==> config.mk <==
export PLATFORM = sky130hd
export DESIGN_NAME = reg_access_arbiter
export DESIGN_NICKNAME = d
export VERILOG_FILES = /design/src/rtl/reg_access_arbiter.sv
export SDC_FILE = /design/constraint.sdc
export NUM_CORES = 1
export LEC_CHECK = 0
export BUFFER_PORTS_ARGS = -buffer_cell sky130_fd_sc_hd__buf_2
export CELL_PAD_IN_SITES_DETAIL_PLACEMENT = 0
export CELL_PAD_IN_SITES_GLOBAL_PLACEMENT = 2
export CORE_ASPECT_RATIO = 2
export CORE_MARGIN = 2
export CORE_UTILIZATION = 25
export CTS_CLUSTER_DIAMETER = 60
export DETAILED_ROUTE_END_ITERATION = 8
export GPL_TIMING_DRIVEN = 0
export PLACE_DENSITY = 0.6
export SETUP_SLACK_MARGIN = 0.02
export SLEW_MARGIN = 0
export SYNTH_ARGS = -nofsm -noshare
export SYNTH_HDL_FRONTEND = slang
export SYNTH_SLANG_ARGS = --single-unit
==> constraint.sdc <==
create_clock -name clk -period 3.3 [get_ports clk]
set_clock_uncertainty 0.15 [all_clocks]
set_input_delay 0.33 -clock clk [delete_from_list [all_inputs] [get_ports clk]]
set_output_delay 0.33 -clock clk [all_outputs]
set_load 0.02 [all_outputs]
==> src/rtl/reg_access_arbiter.sv <==
// Shared 8-bit register bank between the I2C slave host port and a fabric-side
// local port. Host writes always own the write port; local accesses use req/gnt.
module reg_access_arbiter #(
   parameter int         NUM_REGS       = 16,
   parameter logic [7:0] ID_VALUE       = 8'hA5,
   parameter logic [7:0] UNMAPPED_RDATA = 8'hFF
) (
   input  logic                clk,
   input  logic                rst,
   input  logic [7:0]          host_addr,
   input  logic [7:0]          host_wdata,
   input  logic                host_wr,
   input  logic                host_rd,
   output logic [7:0]          host_rdata,
   input  logic                local_req,
   input  logic                local_we,
   input  logic [7:0]          local_addr,
   input  logic [7:0]          local_wdata,
   output logic                local_gnt,
   output logic [7:0]          local_rdata,
   output logic [NUM_REGS-1:0] dirty,
   input  logic [NUM_REGS-1:0] dirty_clr,
   output logic                irq,
   output logic [15:0]         host_rd_count
);

   localparam int         AW         = (NUM_REGS > 1) ? $clog2(NUM_REGS) : 1;
   localparam logic [8:0] NUM_REGS_W = 9'(NUM_REGS);

   typedef enum logic {
      L_IDLE,
      L_GNT
   } lstate_t;

   lstate_t    lstate;
   logic [7:0] regs [NUM_REGS];
   logic [7:0] local_rd_value;
   logic       host_we;
   logic       local_accept;
   logic       local_wr_en;
   logic [NUM_REGS-1:0] dirty_set;

   // Register 0 is the read-only ID; the full 8-bit address is compared so
   // nothing aliases onto the implemented range.
   function automatic logic writable(input logic [7:0] a);
      return (a != 8'd0) && ({1'b0, a} < NUM_REGS_W);
   endfunction

   // Host read path is purely combinational so the slave can latch data on its strobe.
   always_comb begin
      host_rdata = UNMAPPED_RDATA;
      if (host_addr == 8'd0)
         host_rdata = ID_VALUE;
      else if ({1'b0, host_addr} < NUM_REGS_W)
         host_rdata = regs[host_addr[AW-1:0]];
   end

   always_comb begin
      local_rd_value = UNMAPPED_RDATA;
      if (local_addr == 8'd0)
         local_rd_value = ID_VALUE;
      else if ({1'b0, local_addr} < NUM_REGS_W)
         local_rd_value = regs[local_addr[AW-1:0]];
   end

   // A local access is only taken on a cycle with no host write, so the two
   // writers never share an edge and a colliding local write lands last.
   assign host_we      = host_wr && writable(host_addr);
   assign local_accept = (lstate == L_IDLE) && local_req && !host_wr;
   assign local_wr_en  = local_accept && local_we && writable(local_addr);

   always_ff @(posedge clk) begin
      if (rst) begin
         for (int i = 0; i < NUM_REGS; i++)
            regs[i] <= 8'h00;
      end else if (host_we) begin
         regs[host_addr[AW-1:0]] <= host_wdata;
      end else if (local_wr_en) begin
         regs[local_addr[AW-1:0]] <= local_wdata;
      end
   end

   // Local handshake: the access happens on the accepting edge, the grant
   // cycle follows, and the FSM always returns to idle afterwards.
   always_ff @(posedge clk) begin
      if (rst) begin
         lstate      <= L_IDLE;
         local_rdata <= 8'h00;
      end else begin
         case (lstate)
            L_IDLE: begin
               if (local_accept) begin
                  lstate <= L_GNT;
                  if (!local_we)
                     local_rdata <= local_rd_value;
               end
            end
            L_GNT:   lstate <= L_IDLE;
            default: lstate <= L_IDLE;
         endcase
      end
   end

   assign local_gnt = (lstate == L_GNT);

   always_comb begin
      dirty_set = '0;
      if (host_we)
         dirty_set[host_addr[AW-1:0]] = 1'b1;
   end

   // A host write setting a flag beats a clear of that flag in the same cycle.
   always_ff @(posedge clk) begin
      if (rst) begin
         dirty <= '0;
         irq   <= 1'b0;
      end else begin
         dirty <= (dirty & ~dirty_clr) | dirty_set;
         irq   <= |dirty;
      end
   end

   always_ff @(posedge clk) begin
      if (rst)
         host_rd_count <= 16'h0000;
      else if (host_rd && (host_rd_count != 16'hFFFF))
         host_rd_count <= host_rd_count + 16'd1;
   end

endmodule

==> impl_metrics.csv <==
group,metric,value,unit
logic_synthesis,ys_ff_latch,170,
logic_synthesis,synth.most_common_cell,"nor2_1",
hold_path,timing.hold.worst.class,"in -> reg",
place,detailedPlacementHpwl,26400,um
global_route,grt_pass1_vias,6726,
sta,timing.final.crit_share,95.2,%
global_route,antenna_found_initial,0,
sta,fin_crit,3.14,ns
power,ir_worst_vdd,0.379,mV
hold_path,hold_path_depth,3,
critical_path,start_kind,"flop",
logic_synthesis,seq_area_frac_synth,53.5,%
finish,syn_to_final_growth,21.2,%
sta,finalMaxSlewViolations,0,
critical_path,r2r_end,"regs[10][6]",
power,p_int,3.56,mW
flow_run,drv_cap,0,
logic_synthesis,synth_edf_count,128,
place,gp_congestion,0.838,
power,switching_share,27.6,%
sta,worstMarginPinSlew,1.10,ns
critical_path,cp-end-kind,"flop",
floorplan,fp.dieArea,36700,um^2
hold_path,min_to,"dirty[1]",
drt,highest_layer,"met4",
power,pwr-share-comb,10.9,%
power,seq_power_share,48.3,%
logic_synthesis,synthTopCellsByArea,"edfxtp_1 44%, mux4_2 17%, dfxtp_1 9.6%",
global_route,grt.overflow.total,0,
logic_synthesis,synth_common_cells,"137 x nor2_1, 128 x edfxtp_1, 68 x mux4_2, 42 x dfxtp_1, 37 x nand2_1",
sta,relSlewSlack,25.8,%
drt,met1Wirelength,10200,um
critical_path,reg2reg_from,"local_gnt",
drt,vias,6240,
power,p_leak,3.80,nW
power,p_per_area,463,nW/um^2
logic_synthesis,async_reset_ff_share,0,%
floorplan,start_util,25.2,%
critical_path,cp.arrival,3.07,ns
sta,rsz0062_at_grt,"true",
drt,drc_errors,0,
drt,wl,32700,um
global_route,grt_max_degree,19,
critical_path,required,3.23,ns
floorplan,rows,97,
clock_tree,cts_root_buf,"clkbuf_16",
place,pre_cts_ws,-1.02,ns
hold_path,hp-start,"dirty_clr[1]",
sta,max_freq,0.318,GHz
logic_synthesis,yosysTopAreaCellShare,43.9,%
logic_synthesis,synth.distinct_cells,55,
critical_path,path_class,"reg -> reg",
drt,antenna_left,0,
power,p_switching,1.36,mW
finish,diodes,0,
global_route,grt_pass1_wl,46600,um
floorplan,core_area,34800,um^2
drt,dr_wl_met2,18600,um
logic_synthesis,syn_inst,693,
logic_synthesis,synth_top_area_cell,"edfxtp_1",
logic_synthesis,syn_avg_cell_area,12.6,um^2
logic_synthesis,ys.flop_type,"edfxtp_1",
logic_synthesis,synth_area,8760,um^2
place,portBuffers,98,
power,finalPower,4.92,mW
sta,setup_tns,0,ns
drt,drt_iter0_drc,321,
clock_tree,cts_setup_buffers,0,
floorplan,chipHeight,269,um
critical_path,critPathMaxFanout,10,
critical_path,crit_start,"local_gnt",
floorplan,die_w,136,um
sta,worst_hold_slack,0.0623,ns
clock_tree,cts_tree,"built",
outcome,status,"finished clean",
clock_tree,worstSkewPairLatency,0.45,ns
drt,vias_per_cell,4.85,
power,clock_power_share,40.8,%
clock_tree,htree_levels,4,
sta,setup_ws,0.157,ns
logic_synthesis,yosys_warnings,0,
floorplan,num_io_pins,104,
finish,final_nets,884,
global_route,track_usage,18.6,%
finish,layout-drive-gt1-share,29.5,%
clock_tree,cts_buffers,17,
drt,wl_per_cell,25.4,um
finish,num-fill-cells,3575,
drt,wl_met3,1180,um
clock_tree,cts_max_path_buffers,2,
sta,hold_viol,0,
clock_tree,numClockSinks,170,
sta,finalSetupViolations,0,
critical_path,rrSetupSlack,0.16,ns
clock_tree,path_clk_slew,0.08,ns
critical_path,r2r_cells,6,
drt,drtPass1Iterations,4,
-- routing by layer --
layer  vias to the layer above  global-route usage (%)
li1                       2907                       -
met1                      3062                    15.9
met2                       195                    36.8
met3                        76                    3.20
met4                         0                    13.9
met5                         -                       0
-- final cells by class --
cell class | instances | area [um^2] | share of cell area (%)
Clock inverter | 15 | 153 | 1.44
Tap cell | 445 | 557 | 5.24
Clock buffer | 17 | 425 | 4.01
Timing Repair Buffer | 110 | 611 | 5.75
Multi-Input combinational cell | 470 | 3920 | 36.9
Sequential cell | 170 | 4680 | 44.1
Inverter | 11 | 41.3 | 0.389
Buffer | 49 | 225 | 2.12
-- state kept, by name, summed over array words and instances, names as in the netlist --
signal	count
regs	128
dirty	16
host_rd_count	16
local_rdata	8
irq	1
local_gnt	1
-- placed cells by master (no fill, tap or decap), types with 4 or more instances in the layout --
cell / instances
nor2_1: 137
o21bai_2: 14
inv_1: 11
nand3_1: 22
a32o_1: 4
dfxtp_1: 42
edfxtp_1: 128
clkbuf_16: 17
clkbuf_1: 29
dlygate4sd3_1: 12
nand2_1: 37
a2111oi_0: 7
mux4_2: 68
a21oi_1: 4
buf_2: 108
nor3_1: 30
conb_1: 8
mux2i_1: 21
inv_6: 6
xnor2_1: 12
mux2_2: 9
buf_1: 4
nor4_1: 8
nor2b_1: 7
a211oi_1: 8
nand2b_1: 9
nand4_1: 5
o21ai_0: 17
-- through the flow --
step,std cells,util (%),area (um^2)
6_report,1287,30.5,10600
5_1_grt,1287,30.5,10600
4_1_cts,1287,30.4,10600
3_5_place_dp,1243,28.2,9840
3_3_place_gp,1243,28.2,9840
2_1_floorplan,700,-,8790
-- power groups by stage --
stage | registers, mW | logic, mW | clock network [mW]
2_1_floorplan | 2.42 | 0.290 | 0
3_3_place_gp | 2.42 | 0.529 | 0
3_5_place_dp | 2.42 | 0.529 | 0
4_1_cts | 2.38 | 0.548 | 2.06
5_1_grt | 2.38 | 0.568 | 2.13
6_report | 2.37 | 0.538 | 2.01
-- worst max-delay path by stage --
stage,to,slack (ns),cells after the start
after floorplan,regs[1][0],0.36,8
after global placement,regs[7][5],-1.00,7
after detailed placement,regs[7][5],-1.02,7
after CTS,regs[1][3],0.06,8
after global routing,regs[2][6],-0.02,6
final,regs[10][6],0.16,6
-- cell families (layout without fill, tap and decap cells) --
kind of cell / count (synthesis) / in the layout / share of synthesized area, %
DFF: 170 / 170 / 53.5
buffers and inverters: 60 / 202 / 3.01
muxes: 101 / 101 / 21.5
xor gates and xnor gates: 15 / 15 / 1.50
other: 1 / 8 / 0.0428
AOI/OAI and AO/OA: 70 / 70 / 5.67
adders and majority gates: 1 / 1 / 0.143
and+or+nand+nor: 275 / 275 / 14.7
-- what timing repair did --
action	in CTS	in global routing
resized for setup	17	4
setup endpoints to repair	112	64
hold buffers	12	0
hold endpoints to repair	12	0
-- worst max-delay path: stages (launching register included) --
cell,delay [ns]
dfxtp_1,0.36
nor4b_4,0.35
nand4b_4,0.25
mux2i_1,0.25
nand2_1,0.36
clkbuf_1,0.46
o21bai_2,0.58
Note: power is estimated with default switching activity, not from simulation.
